$ cat src/rtl/fifo_ctrl_sync.sv
// Pointer/flag controller for a single-clock FIFO; optional sticky errors via FIFO_CTRL_STICKY_ERR_EN.
// Latency: wen/ren/waddr/raddr same cycle; count/flags/rvalid/errors one cycle after the accepting edge.
// Backpressure: writes are refused while full and reads while empty; refused requests raise overflow/underflow.
module fifo_ctrl_sync #(
    parameter int ASIZE     = 4,
    parameter int AFULL_TH  = 12,
    parameter int AEMPTY_TH = 4
) (
    input  logic             clk,
    input  logic             rst_n,
    input  logic             wr_req,
    input  logic             rd_req,
    input  logic             clr_err,
    output logic             wen,
    output logic             ren,
    output logic [ASIZE-1:0] waddr,
    output logic [ASIZE-1:0] raddr,
    output logic             rvalid,
    output logic [ASIZE:0]   count,
    output logic             full,
    output logic             empty,
    output logic             almost_full,
    output logic             almost_empty,
    output logic             overflow,
    output logic             underflow
);

    localparam logic [ASIZE:0] C_DEPTH  = (ASIZE+1)'(1 << ASIZE);
    localparam logic [ASIZE:0] C_AFULL  = (ASIZE+1)'(AFULL_TH);
    localparam logic [ASIZE:0] C_AEMPTY = (ASIZE+1)'(AEMPTY_TH);
    localparam logic [ASIZE:0] C_ONE    = (ASIZE+1)'(1);

    logic [ASIZE:0] r_wptr;
    logic [ASIZE:0] r_rptr;
    logic [ASIZE:0] r_count;
    logic           r_full;
    logic           r_empty;
    logic           r_afull;
    logic           r_aempty;
    logic           r_rvalid;
    logic           r_ovf;
    logic           r_udf;

    logic           w_wen;
    logic           w_ren;
    logic           w_ovf_evt;
    logic           w_udf_evt;
    logic [ASIZE:0] w_count_nxt;

    assign w_wen     = wr_req & ~r_full;
    assign w_ren     = rd_req & ~r_empty;
    assign w_ovf_evt = wr_req & r_full;
    assign w_udf_evt = rd_req & r_empty;

    always_comb begin
        w_count_nxt = r_count;
        if (w_wen && !w_ren) begin
            w_count_nxt = r_count + C_ONE;
        end else if (!w_wen && w_ren) begin
            w_count_nxt = r_count - C_ONE;
        end
    end

    // Flags are computed from the next count so they are registered alongside it.
    always_ff @(posedge clk or negedge rst_n) begin
        if (!rst_n) begin
            r_wptr   <= '0;
            r_rptr   <= '0;
            r_count  <= '0;
            r_full   <= 1'b0;
            r_empty  <= 1'b1;
            r_afull  <= 1'b0;
            r_aempty <= 1'b1;
            r_rvalid <= 1'b0;
        end else begin
            if (w_wen) begin
                r_wptr <= r_wptr + C_ONE;
            end
            if (w_ren) begin
                r_rptr <= r_rptr + C_ONE;
            end
            r_count  <= w_count_nxt;
            r_full   <= (w_count_nxt == C_DEPTH);
            r_empty  <= (w_count_nxt == '0);
            r_afull  <= (w_count_nxt >= C_AFULL);
            r_aempty <= (w_count_nxt <= C_AEMPTY);
            r_rvalid <= w_ren;
        end
    end

`ifdef FIFO_CTRL_STICKY_ERR_EN
    // A new event outranks a clear arriving in the same cycle.
    always_ff @(posedge clk or negedge rst_n) begin
        if (!rst_n) begin
            r_ovf <= 1'b0;
            r_udf <= 1'b0;
        end else begin
            r_ovf <= w_ovf_evt | (r_ovf & ~clr_err);
            r_udf <= w_udf_evt | (r_udf & ~clr_err);
        end
    end
`else
    logic w_unused_clr;
    assign w_unused_clr = clr_err;

    always_ff @(posedge clk or negedge rst_n) begin
        if (!rst_n) begin
            r_ovf <= 1'b0;
            r_udf <= 1'b0;
        end else begin
            r_ovf <= w_ovf_evt;
            r_udf <= w_udf_evt;
        end
    end
`endif

    assign wen          = w_wen;
    assign ren          = w_ren;
    assign waddr        = r_wptr[ASIZE-1:0];
    assign raddr        = r_rptr[ASIZE-1:0];
    assign rvalid       = r_rvalid;
    assign count        = r_count;
    assign full         = r_full;
    assign empty        = r_empty;
    assign almost_full  = r_afull;
    assign almost_empty = r_aempty;
    assign overflow     = r_ovf;
    assign underflow    = r_udf;

endmodule

$ cat config.mk
export PLATFORM = sky130hd
export DESIGN_NAME = fifo_ctrl_sync
export DESIGN_NICKNAME = d
export VERILOG_FILES = /design/src/rtl/fifo_ctrl_sync.sv
export SDC_FILE = /design/constraint.sdc
export NUM_CORES = 1
export LEC_CHECK = 0
export ABC_AREA = 1
export CORE_MARGIN = 1.5
export CORE_UTILIZATION = 43
export DETAILED_ROUTE_END_ITERATION = 6
export GPL_ROUTABILITY_DRIVEN = 1
export PLACE_DENSITY_LB_ADDON = 0.12
export REMOVE_ABC_BUFFERS = 1
export SETUP_SLACK_MARGIN = 0.05
export SYNTH_ARGS = -nofsm -noshare
export SYNTH_HDL_FRONTEND = slang
export SYNTH_SLANG_ARGS = --single-unit
$ cat constraint.sdc
create_clock -name clk -period 1.3 [get_ports clk]
set_input_delay 0.26 -clock clk [delete_from_list [all_inputs] [get_ports clk]]
set_output_delay 0.26 -clock clk [all_outputs]
set_load 0.05 [all_outputs]
==> results.sh <==
export IMPL_io_pins=27
export IMPL_rows=17
export IMPL_worstSkewPairLatency_ns=0.30
export IMPL_rrSetupSlack_ns=-0.17
export IMPL_cp_start_kind="flip-flop"
export IMPL_synthToLayoutAreaGrowth_pct=73.1
export IMPL_synth_top_cells_by_count="32 x nand2_1, 18 x dfrtp_1, 14 x inv_1"
export IMPL_fin_crit_ns=1.47
export IMPL_drive_gt1_share_pct=53.0
export IMPL_maxSlewHeadroom_pct=83.2
export IMPL_total_power_uw=4850
export IMPL_fin_nets=179
export IMPL_drtIter0Drc=19
export IMPL_placed_cell_area_sq_um=1640
export IMPL_seqCellArea_sq_um=507
export IMPL_die_h_um=52.3
export IMPL_drc=0
export IMPL_crit_required_ns=1.53
export IMPL_synth_area_per_cell_sq_um=8.63
export IMPL_rsz0062_at_grt="true"
export IMPL_multi_input_area_sq_um=543
export IMPL_hold_violations=0
export IMPL_synth_top_area_share_pct=43.1
export IMPL_initial_utilization_pct=46.3
export IMPL_maxSlewViolCount=0
export IMPL_grtUsageTotal_pct=19.4
export IMPL_core_sq_um=2250
export IMPL_fin_skew_ns=0.00788
export IMPL_synth_edf_count=0
export IMPL_netlist_area_sq_um=1040
export IMPL_grt_pass1_vias=905
export IMPL_p_per_area_nw_per_um2=2680
export IMPL_htree_levels=1
export IMPL_layout_setup_ws_ns=-0.172
export IMPL_ys_seq_area_share_pct=48.1
export IMPL_synth_area_leader_cell="dfrtp_1"
export IMPL_reg2reg_from="count[2]"
export IMPL_routed_wl_um=2670
export IMPL_clock_path_buffers=2
export IMPL_rr_worst_depth=9
export IMPL_finalCritPeriodShare_pct=113
export IMPL_crit_fanout=8
export IMPL_fillers=142
export IMPL_hpwl_um=1790
export IMPL_synth_top_flop_cell="dfrtp_1"
export IMPL_tritoncts="done"
export IMPL_synth_most_common_cell="nand2_1"
export IMPL_wl_per_cell_um=13.6
export IMPL_vias=962
export IMPL_yosys_area_share_adder_pct=4.79
export IMPL_hold_buffers=0
export IMPL_maxCapViolations=0
export IMPL_vias_per_cell=4.91
export IMPL_grt_overflow_total=0
export IMPL_outcome="finished, violations left"
export IMPL_ant_nets=0
export IMPL_worstReg2RegEnd="full"
export IMPL_die_w_um=52.3
export IMPL_dr_pass1_iters=4
export IMPL_path_clk_slew_ns=0.11
export IMPL_crit_type="reg2reg"
export IMPL_hold_path_class="in2async"
export IMPL_synth_area_mux_share_pct=0
export IMPL_fin_area_sq_um=1810
export IMPL_n_antenna_cell=0
export IMPL_grt_first_pass_wirelength_um=3950
export IMPL_p_leak_uw=0.000891
export IMPL_synth_distinct_cells=18
export IMPL_crit_arrival_ns=1.70
export IMPL_place_gp_congestion=0.818
export IMPL_yosysWarnings=0
export IMPL_synth_compound_area_share_pct=0.958
export IMPL_netlist_instances=121
export IMPL_fin_setup_tns_ns=-1.13
export IMPL_final_core_utilization_pct=80.2
export IMPL_port_buffers=25
export IMPL_synth_xor_area_share_pct=5.03
export IMPL_root_buffer="clkbuf_4"
export IMPL_cts_made_buffers=3
export IMPL_grt_max_degree=21
export IMPL_fmax_mhz=679
export IMPL_die_area_sq_um=2730
export IMPL_ir_drop_mv=2.21
export IMPL_finalSetupViolations=12
export IMPL_yosys_area_share_simple_pct=35.0
export IMPL_synth_top_family_by_area="simple AND/OR/NAND/NOR gates"
export IMPL_antenna_found_initial=0
export IMPL_tightest_slew_ns=0.252
export IMPL_setup_worst_path_end_class="flip-flop"
export IMPL_synth_async_sr_flop_share_pct=100
export IMPL_cts_sinks=20
export IMPL_ys_ff_latch=20
export IMPL_violations="setup timing"
export IMPL_synth_area_top_cells="dfrtp_1 43%, nand2_1 11%, nand2_2 6.0%"
## cell type report
| class | count | area share (%) |
|---|---|---|
| clock buffers | 3 | 1.25 |
| repair buffers | 44 | 35.2 |
| well taps | 28 | 1.94 |
| multi-input cells | 84 | 30.0 |
| flip-flops and latches | 20 | 28.0 |
| inverters | 17 | 3.53 |
## cell families (layout without fill, tap and decap cells)
logic type,count (synthesis),count (layout)
AO/OA/AOI/OAI,2,2
adder cells (fa/ha/maj),4,4
AND/OR/NAND/NOR,72,72
buffers and inverters,17,64
XOR/XNOR,6,6
flip-flops,20,20
## critical path, stage by stage, from the launching register on
cell and delay, ns:
dfrtp_2 0.49, inv_2 0.11, nand2_1 0.07, nor2_1 0.16
nand2_1 0.11, nand2_1 0.07, nand2_1 0.06, nand2_2 0.10
nand3_2 0.10, nor2_2 0.12
## metal layers
metal	track usage [%]	up-vias	share of wire, %
li1	-	467	-
met1	22.3	461	40
met2	37.3	30	55
met3	3.14	4	4.0
met4	3.85	0	1.2
met5	0	-	0
## through the flow
| step | hold slack [ns] | std cells | worst slack [ns] |
|---|---|---|---|
| 4_1_cts | 0.306 | 191 | -0.141 |
| 6_report | 0.286 | 196 | -0.172 |
| 2_1_floorplan | -0.0356 | 121 | -0.424 |
| 3_5_place_dp | 0.517 | 186 | -0.421 |
| 5_1_grt | 0.308 | 196 | -0.250 |
| 3_3_place_gp | 0.515 | 186 | -0.382 |
## flip-flops by register name, summed over array words and instances, names as in the netlist
name,flops
full,1
almost_full,1
underflow,1
overflow,1
almost_empty,1
r_wptr,4
count,5
r_rptr,4
rvalid,1
empty,1
## cell usage in the layout, fill, tap and decap left out, types with 7 or more instances in the layout
cell type and instances:
nand2_1 27, buf_12 22, nand2_2 14, inv_1 9, nand3_1 7, dfrtp_1 15
buf_4 12, buf_6 7, inv_2 7, nor2_1 7
## worst max-delay path by stage
stage                         from  depth (start not counted)           to
after CTS                    empty                          3          ren
after floorplan           count[0]                         11         full
final                     count[2]                          9         full
after global placement      wr_req                         10  almost_full
after global routing      count[0]                         11  almost_full
after detailed placement    wr_req                          9        empty
## where the power goes
part,total (uW),switching [uW],leakage (uW),internal [uW]
sequential,1240,358,0.000234,885
combinational,3320,1760,0.000643,1560
clock,293,185,0.0000138,108
total,4850,2300,0.000891,2550
## what timing repair did
item | in CTS | in global routing
gates resized for setup | 23 | 14
pin swaps | 5 | 11
endpoints found under the setup margin | 16 | 16
setup buffers | 2 | 6
cloned | 0 | 0
No activity file was read; power rests on OpenSTA's default activity.
==> RTL change 1 (same settings) <==
The option `FIFO_CTRL_STICKY_ERR_EN` is turned on by a define.
--- a/src/rtl/fifo_ctrl_sync.sv
+++ b/src/rtl/fifo_ctrl_sync.sv
@@ -1,6 +1,8 @@
 // Pointer/flag controller for a single-clock FIFO; optional sticky errors via FIFO_CTRL_STICKY_ERR_EN.
 // Latency: wen/ren/waddr/raddr same cycle; count/flags/rvalid/errors one cycle after the accepting edge.
 // Backpressure: writes are refused while full and reads while empty; refused requests raise overflow/underflow.
+`define FIFO_CTRL_STICKY_ERR_EN
+
 module fifo_ctrl_sync #(
     parameter int ASIZE     = 4,
     parameter int AFULL_TH  = 12,
Behaviour: not the same (Yosys sat finds a counterexample within 4 cycles, from zero or initial values and one cycle with rst_n low).
==> RTL change 1 against the unedited design <==
- the run still ends with negative setup slack left
- clock power increased by 31%
- synthesized area down 3.1%
- highest routed layer unchanged
- power grew 16%
- sequential cell count did not move
- routed wire length increased by 48%
- critical endpoint is now almost_empty
- setup slack worse by 0.093 ns
- sequential share of layout area decreased by 2.7 points
- critical path type unchanged
- design area up 11%
- largest power group unchanged
- largest cell class unchanged
==> RTL change 1: results (changes against the unedited design) <==
| Metric | Value |
|---|---|
| Drt initial violations | `42 (was 19)` |
| Place WS | `-0.383 ns (was -0.421 ns)` |
| Sum Neg Setup Slack | `-2.22 ns (was -1.13 ns)` |
| Status | `finished, violations left (unchanged)` |
| Setup WS post-layout | `-0.265 ns (was -0.172 ns)` |
| Worst reg2reg path depth | `10 (was 9)` |
| Worst Setup SP | `empty (was count[2])` |
| Met1 Usage GRT | `28.0% (was 22.3%)` |
| CP max stage cell | `dfstp_2 (was dfrtp_2)` |
| Synth top cells by count | `nand2_1 (28), dfrtp_1 (18), inv_1 (14) (was nand2_1 (32), dfrtp_1 (18), inv_1 (14))` |
| Gpl congestion | `0.910 (was 0.818)` |
| Port bufs | `26 (was 25)` |
| Slew margin rel. | `81.9% (was 83.2%)` |
| Clk_skew | `0.00440 ns (was 0.00788 ns)` |
| Final setup fails | `16 (was 12)` |
| WL met2 | `2020 um (was 1460 um)` |
| Area contributors post-synth | `dfrtp_1 (44%), nand2_1 (10%), nand3_1 (5.4%), dfstp_2 (5.2%), inv_1 (5.2%) (was dfrtp_1 (43%), nand2_1 (11%), nand2_2 (6.0%), dfstp_2 (5.0%), inv_1 (5.0%))` |
| M2 GR Usage | `43.4% (was 37.3%)` |
| Vias | `1112 (was 962)` |
| Share of cells above drive strength 1 | `61.4% (was 53.0%)` |
| Failing checks | `negative setup slack (unchanged)` |
| Met1 WL | `1440 um (was 1070 um)` |
| First-pass GRT wire length | `4820 um (was 3950 um)` |
| Crit path max fanout | `7 (was 8)` |
| Syn avg cell area | `8.96 um2 (was 8.63 um2)` |
| Worst path arrival time | `1.82 ns (was 1.70 ns)` |
| Xor/xnor share of the synthesized area | `5.19% (was 5.03%)` |
## RTL change 1: changes by cell type after synthesis, sizes merged
cell,change
o22ai,+2
clkinv,-1
nand4,+2
nand2,-8
nor2,-3
## RTL change 1: final cells by class
cell class / instances / area [um2]
fillers: 76 / 198
multi-input cells: 77 / 622
well taps: 28 / 35.0
inverters: 16 / 62.6
clock buffers: 4 / 36.3
flip-flops and latches: 20 / 510
repair buffers: 54 / 748
## RTL change 1: worst register-to-register path, stage by stage, from the launching register on
cell	delay, ns
dfstp_2	0.58
buf_6	0.12
inv_4	0.05
nand2_8	0.12
nor2_4	0.07
nand2_1	0.09
nand2_1	0.07
nand2_1	0.09
nand2_2	0.12
nor2_2	0.18
nor2_2	0.05
## RTL change 1: where the power goes
group / leakage, nW / total [mW] / switching (mW) / internal, mW
logic: 0.710 / 3.96 / 2.14 / 1.83
registers: 0.228 / 1.27 / 0.375 / 0.894
clock network: 0.0210 / 0.383 / 0.212 / 0.171
==> RTL change 2 (same flow settings) <==
Made on the original files. The output `overflow` loses its register stage (`r_ovf` becomes a continuous assignment).
--- a/src/rtl/fifo_ctrl_sync.sv
+++ b/src/rtl/fifo_ctrl_sync.sv
@@ -105,13 +105,13 @@
 
     always_ff @(posedge clk or negedge rst_n) begin
         if (!rst_n) begin
-            r_ovf <= 1'b0;
             r_udf <= 1'b0;
         end else begin
-            r_ovf <= w_ovf_evt;
             r_udf <= w_udf_evt;
         end
     end
+
+    assign r_ovf = w_ovf_evt;
 `endif
 
     assign wen          = w_wen;
Check against the original RTL: no difference found for any inputs over 10 cycles, from zero or initial values and one cycle with rst_n low; that may be too few to reach the edited logic, so the function may still have changed.
==> RTL change 2 against the unedited design <==
- the run still ends with negative setup slack left
- global-route usage up 4.3 points
- design area grew 12%
- critical path depth unchanged
- synthesized area shrank 2.4%
- setup slack got worse by 0.15 ns
- power up 16%
- combinational power grew 23%
- sequential cell count down 1
- routed wire length grew 45%
- via count is 12% higher
- critical endpoint is now almost_full
- largest cell class unchanged
- largest power group unchanged
==> RTL change 2: results (changes against the unedited design) <==
| Metric | Value |
|---|---|
| Seq/Total Area, Yosys | `46.9% (was 48.1%)` |
| Fill cells | `85 (was 142)` |
| Worst Tran Pin Value | `0.250 ns (was 0.252 ns)` |
| Crit path max fanout | `3 (was 8)` |
| Synth top cells by count | `nand2_1 (32), dfrtp_1 (17), inv_1 (14) (was nand2_1 (32), dfrtp_1 (18), inv_1 (14))` |
| Avg WL per Cell | `18.7 um (was 13.6 um)` |
| Gpl congestion | `0.752 (was 0.818)` |
| Vias per cell | `5.19 (was 4.91)` |
| TritonCTS buffer count | `3 (unchanged)` |
| Clk_skew | `0.0112 ns (was 0.00788 ns)` |
| Worst path arrival time | `1.81 ns (was 1.70 ns)` |
| DPL Wire Length | `1750 um (was 1790 um)` |
| Final setup fails | `17 (was 12)` |
| Switching Fraction | `48.3% (was 47.4%)` |
| Reg clk slew, reported paths | `0.13 ns (was 0.11 ns)` |
| Worst IR Drop VDD | `0.00257 V (was 0.00221 V)` |
| Status | `finished, violations left (unchanged)` |
| Number of global-route vias before repair | `1071 (was 905)` |
| Drt initial violations | `18 (was 19)` |
| First-pass GRT wire length | `4670 um (was 3950 um)` |
| Failing checks | `negative setup slack (unchanged)` |
| CP max stage cell | `dfrtp_1 (was dfrtp_2)` |
| Place WS | `-0.424 ns (was -0.421 ns)` |
| Cells after Synth | `120 (was 121)` |
| Tot GR Track Use | `23.7% (was 19.4%)` |
| Largest net degree at the start of global routing | `20 (was 21)` |
| Leak pwr | `0.972 nW (was 0.891 nW)` |
| Post-synthesis async set-or-reset flop share | `100% (unchanged)` |
| Setup WS post-layout | `-0.318 ns (was -0.172 ns)` |
| Share of cells above drive strength 1 | `62.6% (was 53.0%)` |
| Area contributors post-synth | `dfrtp_1 (42%), nand2_1 (12%), nand2_2 (6.1%), dfstp_2 (5.2%), inv_1 (5.2%) (was dfrtp_1 (43%), nand2_1 (11%), nand2_2 (6.0%), dfstp_2 (5.0%), inv_1 (5.0%))` |
| Post-route non-filler standard cell count | `207 (was 196)` |
==> RTL change 2: cell types whose count changed after synthesis, sizes merged <==
cell   before  now
dfrtp      18   17
==> RTL change 2: kinds of logic (layout without fill, tap and decap cells) <==
logic type      count (synthesis)  after routing  synth area share (%)
compound gates                  2              2                 0.981
simple gates                   72             72                  35.8
xor+xnor                        6              6                  5.15
buf+inv                        17             76                  6.26
fa+ha+maj                       4              4                  4.91
flops                          19             19                  46.9
==> RTL change 2: metrics by stage <==
stage          hold WS, ns  TNS, ns  power [mW]  cell area, um2
2_1_floorplan      -0.0356    -3.07        2.70            1020
3_3_place_gp         0.513    -3.57        4.17            1620
3_5_place_dp         0.522    -4.22        4.25            1620
4_1_cts              0.293    -1.11        4.94            1820
5_1_grt              0.299    -3.29        5.83            2020
6_report             0.278    -2.81        5.63            2020
==> RTL change 2: cell type report <==
| cell class | count | area, um2 | share of cell area [%] |
|---|---|---|---|
| Multi-Input combinational cell | 84 | 667 | 33.0 |
| Inverter | 17 | 66.3 | 3.28 |
| Clock buffer | 4 | 26.3 | 1.30 |
| Timing Repair Buffer | 55 | 746 | 36.9 |
| Tap cell | 28 | 35.0 | 1.73 |
| Sequential cell | 19 | 482 | 23.8 |
==> RTL change 2: worst register-to-register path, delay by kind of cell, from the launching register on <==
kind	cells	cell delay (ns)
AND/OR/NAND/NOR	5	0.62
flip-flops	1	0.48
buffers and inverters	3	0.37
AO/OA/AOI/OAI	1	0.05
==> RTL change 2: final timing paths <==
kind | from | end | slack [ns] | cells after the start
worst max-delay path | count[0] | almost_full | -0.32 | 9
worst min-delay path | rst_n | r_wptr[2] | 0.28 | 2
worst max register to register | count[0] | almost_full | -0.32 | 9
worst min register to register | r_rptr[3] | r_rptr[3] | 0.53 | 1
max in group asynchronous | rst_n | empty | 0.74 | 2
min in group clk | rd_req | underflow | 0.44 | 3
==> RTL change 2: what timing repair did <==
item	4_1_cts	5_1_grt
setup buffers	13	5
cloned	0	0
setup endpoints to repair	17	21
endpoints found under the hold margin	0	0
gates resized for setup	26	46
pin swaps	11	28
==> RTL change 2: metal layers <==
| layer | wire length, um | vias to the layer above | track usage, % | share of wire (%) |
|---|---|---|---|---|
| met1 | 1480 | 531 | 27.5 | 38 |
| met5 | 0 | - | 0 | 0 |
| li1 | - | 479 | - | - |
| met2 | 2050 | 46 | 40.2 | 53 |
| met4 | 162 | 0 | 13.2 | 4.2 |
| met3 | 166 | 18 | 5.46 | 4.3 |
==> RTL change 2: power groups by stage <==
stage	Clock, mW	Combinational (mW)	Sequential [mW]
floorplan	0	0.792	1.91
global placement	0	2.99	1.18
detailed placement	0	3.06	1.19
CTS	0.312	3.44	1.19
global route	0.335	4.26	1.24
finish	0.317	4.09	1.22
